<file path="src/rtl/shift_unit_pipe.sv">
// Pipelined barrel shifter (SLL/SRL/SRA, optional ROR): stage k shifts by 2^k when amount bit k is set.
// Define SHIFT_ROTATE_EN to build the rotate datapath; otherwise op 11 retires as illegal with o_r=0.
module shift_unit_pipe #(
  parameter int XLEN    = 32,
  parameter int SHAMT_W = $clog2(XLEN)
) (
  input  logic            i_clk,
  input  logic            i_rst_n,
  input  logic            i_valid,
  output logic            o_ready,
  input  logic [XLEN-1:0] i_a,
  input  logic [XLEN-1:0] i_b,
  input  logic [1:0]      i_op,
  output logic            o_valid,
  input  logic            i_ready,
  output logic [XLEN-1:0] o_r,
  output logic            o_illegal,
  output logic            o_busy
);
  localparam int N = SHAMT_W;

  function automatic logic [XLEN-1:0] step(input logic [XLEN-1:0] d, input logic [1:0] op,
                                           input logic en, input int sh);
    logic signed [XLEN-1:0] ds;
    logic [XLEN-1:0]        r;
    ds = d;
    r  = d;
    case (op)
      2'b00:   if (en) r = d << sh;
      2'b01:   if (en) r = d >> sh;
      2'b10:   if (en) r = XLEN'(ds >>> sh);
      default: begin
`ifdef SHIFT_ROTATE_EN
        if (en) r = (d >> sh) | (d << (XLEN - sh));
`else
        // unsupported op: zeroed at stage 0 and carried as zero to the output
        r = '0;
`endif
      end
    endcase
    return r;
  endfunction

  logic [N:0]   adv;
  logic [N-1:0] vld_vec;

  assign adv[N] = i_ready;

  for (genvar k = 0; k < N; k++) begin : g_stage
    logic                vld_q, vld_d;
    logic [1:0]          op_q, op_d;
    logic [SHAMT_W-1:0]  amt_q, amt_d;
    logic [XLEN-1:0]     dat_q, dat_d;
    logic                src_vld;
    logic [1:0]          src_op;
    logic [SHAMT_W-1:0]  src_amt;
    logic [XLEN-1:0]     src_dat;

    if (k == 0) begin : g_in
      assign src_vld = i_valid;
      assign src_op  = i_op;
      assign src_amt = i_b[SHAMT_W-1:0];
      assign src_dat = i_a;
    end else begin : g_chain
      assign src_vld = g_stage[k-1].vld_q;
      assign src_op  = g_stage[k-1].op_q;
      assign src_amt = g_stage[k-1].amt_q;
      assign src_dat = g_stage[k-1].dat_q;
    end

    // a stage loads when empty or when its occupant moves on; empty sources load as bubbles
    assign adv[k]     = ~vld_q | adv[k+1];
    assign vld_vec[k] = vld_q;

    always_comb begin
      vld_d = vld_q;
      op_d  = op_q;
      amt_d = amt_q;
      dat_d = dat_q;
      if (adv[k]) begin
        vld_d = src_vld;
        op_d  = src_op;
        amt_d = src_amt;
        dat_d = step(src_dat, src_op, src_amt[k], 1 << k);
      end
    end

    always_ff @(posedge i_clk) begin
      if (!i_rst_n) begin
        vld_q <= 1'b0;
        op_q  <= '0;
        amt_q <= '0;
        dat_q <= '0;
      end else begin
        vld_q <= vld_d;
        op_q  <= op_d;
        amt_q <= amt_d;
        dat_q <= dat_d;
      end
    end
  end

  // outputs are forced to their idle values while reset is held
  assign o_valid = i_rst_n & g_stage[N-1].vld_q;
  assign o_r     = i_rst_n ? g_stage[N-1].dat_q : '0;
  assign o_busy  = i_rst_n & (|vld_vec);
  assign o_ready = ~i_rst_n | adv[0];
`ifdef SHIFT_ROTATE_EN
  assign o_illegal = 1'b0;
`else
  assign o_illegal = i_rst_n & g_stage[N-1].vld_q & (g_stage[N-1].op_q == 2'b11);
`endif

endmodule
</file>
<file path="config.mk">
export PLATFORM = sky130hd
export DESIGN_NAME = shift_unit_pipe
export DESIGN_NICKNAME = d
export VERILOG_FILES = /design/src/rtl/shift_unit_pipe.sv
export SDC_FILE = /design/constraint.sdc
export NUM_CORES = 1
export LEC_CHECK = 0
export BUFFER_PORTS_ARGS = -buffer_cell sky130_fd_sc_hd__buf_2
export CORE_ASPECT_RATIO = 1.1
export CORE_MARGIN = 10
export CORE_UTILIZATION = 40
export DETAILED_ROUTE_END_ITERATION = 12
export PLACE_DENSITY = 0.62
export SLEW_MARGIN = 20
export SYNTH_ARGS = -nofsm -noshare
export SYNTH_HDL_FRONTEND = slang
export SYNTH_SLANG_ARGS = --single-unit
</file>
<file path="constraint.sdc">
create_clock -name i_clk -period 1.9 [get_ports i_clk]
set_clock_uncertainty 0.2 [all_clocks]
set_input_delay 0.38 -clock i_clk [delete_from_list [all_inputs] [get_ports i_clk]]
set_output_delay 0.38 -clock i_clk [all_outputs]
set_load 0.03 [all_outputs]
</file>
# == Word level (Yosys, flattened, before mapping) ==
# Index checks and enable logic that the tools add are counted.
# totals
elab_cells,72
input_bits,70
output_inout_bits,36
regBits,195
# classes
n_reduce_logical,6
n_eq_ne,11
bitwise_logic,15
n_mux,21
# op_table
op,n
one-hot mux 32 bit (3 select lines),5
2-to-1 mux 32 bit,11
2-to-1 mux 31 bit,5
equality test 2 bit (second input constant),6
equality test 2 x 1 -> 1 bit (second input constant),5
logical NOT 2 bit,5
inverter 1 bit,6
OR 1 bit,6
OR reduction 5 bit,1
bitwise AND 1 bit,3

# == Depth between registers and ports, before layout ==
# Gate-level depths: netlist of the first run.
# depth
word_depth,7
depth_mapped,7
ltp_nobuf,4

# == Least setup slack after synthesis of the first run ==
# No wires, ideal clock.
# synth_timing
path_kind,input -> output
start,in i_rst_n
end,out o_busy
required_time_ns,1.320
setup_slack_ns,0.009
n_path_buf,3
t_arrival_ns,1.311
stages,4
cell_sequence,buf_2 buf_2 buf_1 o21a_1
# synth_via
elab_chain_len,1
# synth_rtl
item,line,text
from (decl),8,"input logic i_rst_n,"
bitwise AND 1 bit,106,assign o_busy = i_rst_n & (|vld_vec);
to (decl),18,output logic o_busy
# No other way between the ends.

# == Worst setup path after layout of the first run ==
# layout_timing
start,reg g_stage[2].vld_q
end,out o_busy
# layout_via
elab_chain_len,2
# layout_rtl
item,line,text
from (decl),50,"logic vld_q, vld_d;"
from (signal assigned),95,vld_q <= vld_d;
OR reduction 5 bit,106,
bitwise AND 1 bit,106,
# No other way between the ends.

==> reports/results.ini, run 1 <==
[status]
status=complete, but fails checks
violations=negative setup slack

[flow_run]
maxCapViolCount=0

[global_routing]
grt_pass1_vias=9099
antenna_found_initial=0
grt_pass1_wl_mm=46.40
grt-ovfl-total=0
grt_util_all_layers_pct=15.96
grt_max_degree=85

[finish]
mostFrequentLayoutCells=dfxtp_1, nor2b_1, o21ai_0
n_antenna_cell=0
area_delta_synth_final_pct=15.86
nets=1493
seq_area_mm2=0.003710
multiInputGateArea_mm2=0.006355
drive_gt1_share_pct=14.48
fillers=2699
layout_commonest_cell=dfxtp_1

[power]
vdd_drop_max_uv=513.8
total_power_mw=9.205
power_leakage_nw=4.815
power_density_mw_per_mm2=727.2

[place]
place_congestion=0.8577
dp_hpwl_mm=20.65
pre_cts_slack_ns=-0.04314
port_buffers=78

[synth]
post_synth_instance_area_mm2=0.01093
yosys_warnings=0
yosysSeqAreaShare_pct=33.90
synth_cells=1398
yosysUniqueCellTypes=49
synthFlopType=dfxtp_1
synth_enable_flop_cells=0
synth_nets=1468
syn_area_per_cell_um2=7.815
ys_ff_latch=185
synthArstFlopShare_pct=0

[timing]
tightestPinTransition_ns=0.4554
period_share_pct=114.2
timing.hold.ws_ns=0.02070
relSlewSlack_pct=69.60
setup-violations-final=2
fmax_ghz=0.4607
setup_ws_ns=-0.2707
final-max-slew-violation-count=0
fin_crit_ns=2.171
final-hold-violation-count=0
rsz0062_at_grt=true

[detailed_routing]
viasPerCell=5.501
drtAntennaViolNets=0
wl_per_cell_um=15.87
postRouteWirelength_mm=28.46
drcViolationCount=0
drt_iter0_markers=665
vias=9864
first_pass_iters=5

[worst_setup_path]
cp_slowest_cell=or4_4
worstPathArrival_ns=1.59
critical_path_class=reg2out
critPathLaunchType=flip-flop
timing.rr.start=g_stage[3].vld_q
max_stage_delay_ns=0.52
crit_path_start=g_stage[2].vld_q
crit_fanout=3
required_ns=1.32
end_kind=output port
crit_chain=or4_4, o21a_1, buf_6

[floorplan]
die_x_um=177.6
initial_utilization_pct=40.53
rows=63
core_mm2=0.02696
dieArea_mm2=0.03433
io_pins=106
die_y_um=193.3

[clock_network]
cts_tree=built
clk-insertion-delay-late_ns=0.43
cts_made_buffers=17
clock-root-buffer=clkbuf_16
clockBufferDepth=2
clk_pin_slew_ns=0.07
htreeDepth=4
cts_sinks=185

[min_path]
hp-class=in2reg
min_from=i_b[4]

==> timing repair <==
item	CTS	global route
cloned	0	4
hold endpoints to repair	4	0
setup buffers	4	1
hold buffers	4	0
setup endpoints to repair	3	46
pin swaps	4	6
resized for setup	16	12
==> state kept, by name, summed over array words and instances (netlist names) <==
signal / cells
g_stage.amt_q: 10
g_stage.dat_q: 160
g_stage.op_q: 10
g_stage.vld_q: 5
==> worst max-delay path: cells and delay by family, from the launching register on <==
family	cells	cell delay (ns)
flops	1	0.32
compound gates	1	0.19
buf+inv	1	0.14
simple gates	1	0.52
==> power breakdown <==
group,total (mW),leakage [nW],internal (mW),switching (mW)
logic,1.29,3.01,0.597,0.692
registers,4.27,1.52,4.07,0.206
clock network,3.64,0.291,2.05,1.59
total,9.21,4.81,6.71,2.49
==> area by class of cell <==
cell class                 count  area share, %
multi-input combinational   1010          50.20
sequential                   185          29.31
timing repair buffer         156          10.51
clock buffer                  19          3.578
tap                          357          3.529
inverter                      52          1.572
clock inverter                13          1.245
timing repair inverter         1        0.05931
==> stage by stage <==
step           instances  utilization, %  area [µm²]  setup TNS, ns
2_1_floorplan       1398               -       10930              0
3_3_place_gp        1749           43.89       11830        -0.6748
3_5_place_dp        1749           43.89       11830        -0.7802
4_1_cts             1789           46.57       12560        -0.3736
5_1_grt             1793           46.96       12660        -0.4847
6_report            1793           46.96       12660        -0.3360
==> kinds of logic (layout without fill, tap and decap cells) <==
family | Yosys count | after routing | share of synthesized area, %
compound gates | 528 | 528 | 33.41
xor+xnor | 3 | 3 | 0.2405
flops | 185 | 185 | 33.90
mux | 33 | 33 | 3.023
buf+inv | 203 | 241 | 8.314
simple gates | 446 | 446 | 21.12
==> Yosys cell counts, types with 2 or more instances <==
cell type | n | area [µm²]
dfxtp_1 | 185 | 3704
nor2b_1 | 132 | 825.8
o21ai_0 | 129 | 645.6
nand2_1 | 112 | 420.4
a21oi_1 | 93 | 465.5
clkbuf_1 | 82 | 307.8
nor2_1 | 57 | 214.0
inv_1 | 52 | 195.2
o2bb2ai_1 | 51 | 446.7
buf_2 | 45 | 225.2
a32o_1 | 39 | 390.4
and2_1 | 39 | 244.0
a21boi_0 | 36 | 270.3
mux2i_1 | 33 | 330.3
nand3_1 | 32 | 160.2
nand2b_1 | 31 | 193.9
o221ai_1 | 31 | 271.5
nor3_1 | 30 | 150.1
o211ai_1 | 28 | 210.2
o311a_1 | 28 | 280.3
a22oi_1 | 21 | 157.7
a31oi_1 | 20 | 125.1
o22ai_1 | 20 | 125.1
a21boi_1 | 14 | 105.1
buf_1 | 8 | 30.03
buf_4 | 8 | 60.06
buf_6 | 8 | 90.09
o21a_1 | 6 | 45.04
o22a_1 | 3 | 26.28
a221oi_1 | 2 | 17.52
a22o_1 | 2 | 17.52
and3_1 | 2 | 12.51
o2111ai_1 | 2 | 17.52
xnor2_1 | 2 | 17.52
==> per-layer routing <==
metal	part of all wire, %	routed length, µm	global-route usage, %
met1	45	12680	19.96
met2	50	14160	27.22
met3	3.9	1121	2.902
met4	1.8	498	4.586
met5	0	0	0
==> worst paths after layout <==
| path | endpoint | slack, ns | depth (start not counted) |
|---|---|---|---|
| min | g_stage[0].amt_q[4] | 0.02 | 3 |
| min reg2reg | g_stage[0].amt_q[2] | 0.27 | 2 |
| max reg2reg | g_stage[2].dat_q[9] | 0.09 | 7 |
| max | o_busy | -0.27 | 3 |
Power figures use the tool's default switching activity.
==> run 2, diff against run 1 <==
--- a/config.mk
+++ b/config.mk
@@ -5,7 +5,7 @@
 export SDC_FILE = /design/constraint.sdc
 export NUM_CORES = 1
 export LEC_CHECK = 0
-export BUFFER_PORTS_ARGS = -buffer_cell sky130_fd_sc_hd__buf_2
+export BUFFER_PORTS_ARGS = -buffer_cell sky130_fd_sc_hd__buf_4
 export CORE_ASPECT_RATIO = 1.1
 export CORE_MARGIN = 10
 export CORE_UTILIZATION = 40
==> run 2 against run 1 <==
The run still ends with negative setup slack left. Routed wire length up 0.89%. Via count is 0.46% higher. Clock-buffer cell count fell by 2. Largest power group unchanged. Total power decreased by 1.5%. Hold slack gained 0.0064 ns. Sequential cell count did not move. Global-route usage grew 0.45 points. Critical path depth stayed put. Critical endpoint unchanged. Clock power is 4% lower. Sequential share of layout area about the same. Non-clock buffer count decreased by 7.
==> reports/results.ini, run 2 (synthesized netlist as in run 1, its figures left out) <==
[finish]
layout_commonest_cell=dfxtp_1
largest_reg_flops=160  ; unchanged
top_register=g_stage.dat_q
mostFrequentLayoutCells=dfxtp_1, nor2b_1, o21ai_0
drive_gt1_share_pct=13.58  ; -0.91 points
reg_top3=g_stage.dat_q (160), g_stage.amt_q (10), g_stage.op_q (10)
area_delta_synth_final_pct=15.77  ; about the same
fillers=2685  ; -0.52%
n_antenna_cell=0  ; unchanged
nets=1486  ; -0.47%

[floorplan]
rows=63  ; unchanged
initial_utilization_pct=40.53  ; unchanged
io_pins=106  ; unchanged
die_x_um=177.6  ; unchanged
die_y_um=193.3  ; unchanged
core_mm2=0.02696  ; unchanged
dieArea_mm2=0.03433  ; unchanged

[power]
power.share.switching_pct=28.98  ; +1.9 points
p_sw_mw=2.627  ; +5.4%
power_leakage_nw=4.766  ; -1.0%
power_frac_comb_pct=14.3  ; +0.3 points
power_density_mw_per_mm2=716.7  ; -1.4%
clkPwrFrac_pct=38.5  ; -1.1 points
vdd_drop_max_uv=513.2  ; -0.13%
total_power_mw=9.065  ; -1.5%
seq_power_share_pct=47.2  ; +0.8 points
internal_power_mw=6.438  ; -4.1%

[clock_network]
clockBufferDepth=2  ; unchanged
clk_pin_slew_ns=0.07  ; about the same
cts_tree=built
clk-insertion-delay-late_ns=0.44  ; about the same
cts_sinks=185  ; unchanged
htreeDepth=4  ; unchanged
clock-root-buffer=clkbuf_16
cts_made_buffers=17  ; unchanged

[timing]
setup_ws_ns=-0.2834  ; -0.01268 ns
tightestPinTransition_ns=0.5009  ; +0.04549 ns
fin_crit_ns=2.183  ; +0.01268 ns
period_share_pct=114.9  ; +0.67 points
timing.hold.ws_ns=0.02713  ; +0.006437 ns
fmax_ghz=0.4580  ; -0.58%
rsz0062_at_grt=true
final-max-slew-violation-count=0  ; unchanged
setup-violations-final=2  ; unchanged
final-hold-violation-count=0  ; unchanged
relSlewSlack_pct=66.44  ; -3.2 points

[worst_setup_path]
critical_path_class=reg2out
end_kind=output port
critPathLaunchType=flip-flop
endpoint=o_busy
required_ns=1.32  ; about the same
crit_fanout=4  ; +1
timing.rr.start=g_stage[4].vld_q
rrSetupSlack_ns=0.09  ; about the same
worstPathArrival_ns=1.60  ; about the same
rr_worst_depth=7  ; unchanged
r2r_end=g_stage[2].dat_q[27]
crit_path_start=g_stage[3].vld_q

[global_routing]
met1_usage_pct=20.86  ; +0.89 points
use_met2_pct=27.50  ; +0.28 points
grt_pass1_wl_mm=47.82  ; +3.1%
antenna_found_initial=0  ; unchanged
grtUsageMet3_pct=2.610  ; -0.29 points
grt_pass1_vias=9296  ; +2.2%
busiest_layer=met2
grt-ovfl-total=0  ; unchanged
grt_max_degree=67  ; -21%
grt_util_all_layers_pct=16.41  ; +0.45 points

[place]
place_congestion=0.8466  ; -1.3%
dp_hpwl_mm=20.65  ; about the same
port_buffers=78  ; unchanged

[detailed_routing]
wl_per_cell_um=16.08  ; +1.3%
drcViolationCount=0  ; unchanged
postRouteWirelength_mm=28.71  ; +0.89%
viasPerCell=5.548  ; +0.85%
drtAntennaViolNets=0  ; unchanged
drt_iter0_markers=608  ; -8.6%
first_pass_iters=5  ; unchanged
vias=9909  ; +0.46%

[flow_run]
maxCapViolCount=0  ; unchanged

[status]
violations=negative setup slack
status=complete, but fails checks

[min_path]
hp-class=in2reg
whs_path_depth=3  ; unchanged

==> run 2: stage by stage <==
stage / cells / setup WS, ns / cell area [µm²] / utilization, % / TNS [ns]
finish: 1786 / -0.2834 / 12650 / 46.92 / -0.4485
global route: 1786 / -0.3369 / 12650 / 46.92 / -0.7081
CTS: 1782 / -0.3038 / 12590 / 46.71 / -0.5466
detailed placement: 1746 / -0.05235 / 11970 / 44.38 / -1.107
global placement: 1746 / -0.05282 / 11970 / 44.38 / -1.035
floorplan: 1398 / 0.009184 / 10930 / - / 0
==> run 2: per-layer routing <==
metal	part of all wire (%)	up-vias	wire, µm
li1	-	5090	-
met2	49	195	13930
met4	2.4	0	687
met1	45	4587	12990
met3	3.8	37	1101
met5	0	-	0
==> run 2: layout make-up <==
cell class	count	area [µm²]	share of cell area, %
Tap cell	357	446.7	3.531
Sequential cell	185	3710	29.33
Inverter	52	198.9	1.573
Clock buffer	17	425.4	3.363
Timing Repair Buffer	149	1378	10.89
Multi-Input combinational cell	1010	6329	50.03
Timing Repair inverter	1	7.507	0.05935
Clock inverter	15	153.9	1.217
==> run 2: critical path: stages, from the launching register on <==
cell	delay, ns
dfxtp_2	0.33
or4_4	0.51
o21a_1	0.19
buf_6	0.14
==> run 2: power groups by stage <==
stage          clock (mW)  sequential, mW  combinational [mW]
6_report             3.49            4.28                1.30
2_1_floorplan           0            4.27               0.941
3_3_place_gp            0            4.37                1.26
4_1_cts              3.55            4.28                1.29
3_5_place_dp            0            4.37                1.28
5_1_grt              3.71            4.31                1.45
==> run 2: how the worst min path moves through the flow <==
stage	startpoint	to	slack [ns]
final	i_b[4]	g_stage[0].amt_q[4]	0.03
after global routing	i_b[4]	g_stage[0].amt_q[4]	0.03
after CTS	i_b[4]	g_stage[0].amt_q[4]	0.01
after detailed placement	g_stage[1].amt_q[4]	g_stage[1].amt_q[4]	0.26
after global placement	g_stage[1].dat_q[0]	g_stage[1].dat_q[0]	0.25
after floorplan	g_stage[4].op_q[1]	g_stage[4].op_q[1]	0.24
==> run 2: repair_timing <==
item	4_1_cts	5_1_grt
setup endpoints to repair	2	19
hold buffers	4	0
cloned	0	1
hold endpoints to repair	4	0
pin swaps	1	1
buffers inserted	0	3
resized for setup	4	9
==> run 3, diff against run 2 <==
--- a/config.mk
+++ b/config.mk
@@ -8,9 +8,9 @@
 export BUFFER_PORTS_ARGS = -buffer_cell sky130_fd_sc_hd__buf_4
 export CORE_ASPECT_RATIO = 1.1
 export CORE_MARGIN = 10
-export CORE_UTILIZATION = 40
+export CORE_UTILIZATION = 54
 export DETAILED_ROUTE_END_ITERATION = 12
-export PLACE_DENSITY = 0.62
+export PLACE_DENSITY = 0.78
 export SLEW_MARGIN = 20
 export SYNTH_ARGS = -nofsm -noshare
 export SYNTH_HDL_FRONTEND = slang
==> run 3 against run 2 <==
The flow still finishes with violations (negative setup slack). Final area about the same. Die area down 23%. Register-to-register slack worse by 0.04 ns. Sequential cell count unchanged. Combinational power about the same. Hold slack worse by 0.014 ns. Critical path depth unchanged. Fmax down 0.22%. Setup slack worse by 0.0048 ns. Clock-buffer cell count unchanged. Routed wire length up 1.3%. Total power up 1.9%. Critical path type unchanged. Largest power group unchanged. Highest routed layer unchanged.
==> reports/results.ini, run 3 (synthesized netlist as in run 1, its figures left out) <==
[status]
status=complete, but fails checks
violations=negative setup slack

[finish]
mostFrequentLayoutCells=dfxtp_1, nor2b_1, o21ai_0
multiInputGateArea_mm2=0.006345  ; +0.26%
reg_top3=g_stage.dat_q (160), g_stage.amt_q (10), g_stage.op_q (10)
nets=1487  ; +0.067%
n_antenna_cell=0  ; unchanged
largest_reg_flops=160  ; unchanged
area_delta_synth_final_pct=15.86  ; about the same
drive_gt1_share_pct=14.06  ; +0.48 points
fillers=1660  ; -38%
top_register=g_stage.dat_q
seq_area_mm2=0.003715  ; +0.13%
layout_commonest_cell=dfxtp_1
stdcell_count=1682  ; -5.8%

[floorplan]
initial_utilization_pct=55.00  ; +14 points
rows=54  ; -14%
dieArea_mm2=0.02633  ; -23%
die_y_um=169.2  ; -12%
die_x_um=155.6  ; -12%
io_pins=106  ; unchanged
core_mm2=0.01986  ; -26%

[detailed_routing]
viasPerCell=6.089  ; +9.8%
highest_layer=met4
vias=10242  ; +3.4%
wl_met2_mm=14.67  ; +5.3%
wl_met3_mm=1.276  ; +16%
postRouteWirelength_mm=29.07  ; +1.3%
first_pass_iters=5  ; unchanged
drtAntennaViolNets=0  ; unchanged
wl_per_cell_um=17.28  ; +7.5%
wl_met1_mm=11.83  ; -8.9%
drt_iter0_markers=717  ; +18%
drcViolationCount=0  ; unchanged

[timing]
rsz0062_at_grt=true
period_share_pct=115.2  ; +0.25 points
setup-violations-final=2  ; unchanged
final-max-slew-violation-count=0  ; unchanged
final-hold-violation-count=0  ; unchanged
timing.hold.ws_ns=0.01363  ; -0.01351 ns
fin_crit_ns=2.188  ; +0.004766 ns
tightestPinTransition_ns=0.4513  ; -0.04954 ns
fmax_ghz=0.4570  ; -0.22%
relSlewSlack_pct=69.76  ; +3.3 points
setup_ws_ns=-0.2881  ; -0.004766 ns

[worst_setup_path]
crit_fanout=2  ; -2
critPathTopFamily=simple AND/OR/NAND/NOR gates
max_stage_delay_ns=0.52  ; about the same
critical_path_class=reg2out
required_ns=1.32  ; about the same
path_buf_inv=1  ; unchanged
crit_path_start=g_stage[3].vld_q
r2r_end=g_stage[1].dat_q[31]
crit_chain=or4_1, o21a_1, buf_6
rr_worst_depth=8  ; +1
rrSetupSlack_ns=0.05  ; -0.04 ns
critPathLaunchType=flip-flop
worstPathArrival_ns=1.61  ; about the same
cp_slowest_cell=or4_1
end_kind=output port
timing.rr.start=g_stage[3].vld_q

[power]
power_leakage_nw=4.841  ; +1.6%
vdd_drop_max_uv=686.3  ; +34%
power_density_mw_per_mm2=729.6  ; +1.8%

[place]
dp_hpwl_mm=20.27  ; -1.9%
place_congestion=0.8783  ; +3.7%
dp.cells=1636  ; -6.3%
port_buffers=78  ; unchanged

[global_routing]
grt_util_all_layers_pct=20.87  ; +4.5 points
antenna_found_initial=0  ; unchanged
grt_pass1_wl_mm=46.38  ; -3.0%
grt_max_degree=63  ; -6.0%
grt_pass1_vias=9140  ; -1.7%
grt-ovfl-total=0  ; unchanged

[clock_network]
clock-root-buffer=clkbuf_16
clk_pin_slew_ns=0.08  ; about the same
cts_tree=built
cts_sinks=185  ; unchanged
clk-insertion-delay-late_ns=0.43  ; about the same
clockBufferDepth=2  ; unchanged
htreeDepth=4  ; unchanged
cts_made_buffers=17  ; unchanged

[flow_run]
maxCapViolCount=0  ; unchanged

[min_path]
hp-class=in2reg
min_from=i_b[2]
whs_path_depth=3  ; unchanged
worstHoldEndpoint=g_stage[0].amt_q[2]

-- run 3: worst max path at each step --
stage	endpoint	slack, ns	cells past startpoint
after floorplan	o_busy	0.009	4
after global placement	o_ready	0.01	6
after detailed placement	g_stage[3].dat_q[3]	0.01	4
after CTS	o_busy	-0.30	3
after global routing	o_busy	-0.34	3
final	o_busy	-0.29	3
-- run 3: metrics by stage --
stage / TNS, ns / setup WS, ns / area [µm²] / total power [mW] / utilization [%]
2_1_floorplan: 0 / 0.009184 / 10930 / 5.212 / -
3_3_place_gp: 0 / 0.01429 / 11820 / 5.607 / 59.51
3_5_place_dp: 0 / 0.01086 / 11820 / 5.645 / 59.51
4_1_cts: -0.4702 / -0.3002 / 12560 / 9.260 / 63.22
5_1_grt: -0.5655 / -0.3354 / 12660 / 9.592 / 63.73
6_report: -0.4116 / -0.2881 / 12660 / 9.236 / 63.73
-- run 3: timing repair --
item / in CTS / in global routing
setup buffers: 6 / 3
gates cloned: 0 / 3
hold endpoints to repair: 4 / 0
setup endpoints to repair: 4 / 19
gates resized for setup: 12 / 15
pin swaps: 5 / 4
hold buffers: 4 / 0
-- run 3: power breakdown --
group	internal [mW]	switching (mW)
clock	1.91	1.72
sequential	4.07	0.223
combinational	0.617	0.696
-- run 3: layout make-up --
type,count,area share [%]
clock inverter,15,1.572
multi-input combinational,1010,50.12
inverter,52,1.572
sequential,185,29.35
timing repair inverter,1,0.05931
timing repair buffer,150,11.48
tap,252,2.491
clock buffer,17,3.361
-- run 3: layer usage --
metal  global-route usage, %  up-vias
li1                        -     5103
met1                   24.20     4777
met2                   36.45      297
met3                   3.599       65
met4                   9.894        0
met5                       0        -
-- run 3: worst register-to-register path: cells and delay by family, from the launching register on --
kind / cells / cell delay [ns]
buffers and inverters: 4 / 0.59
and+or+nand+nor: 3 / 0.45
DFF: 1 / 0.32
AOI/OAI and AO/OA: 1 / 0.17
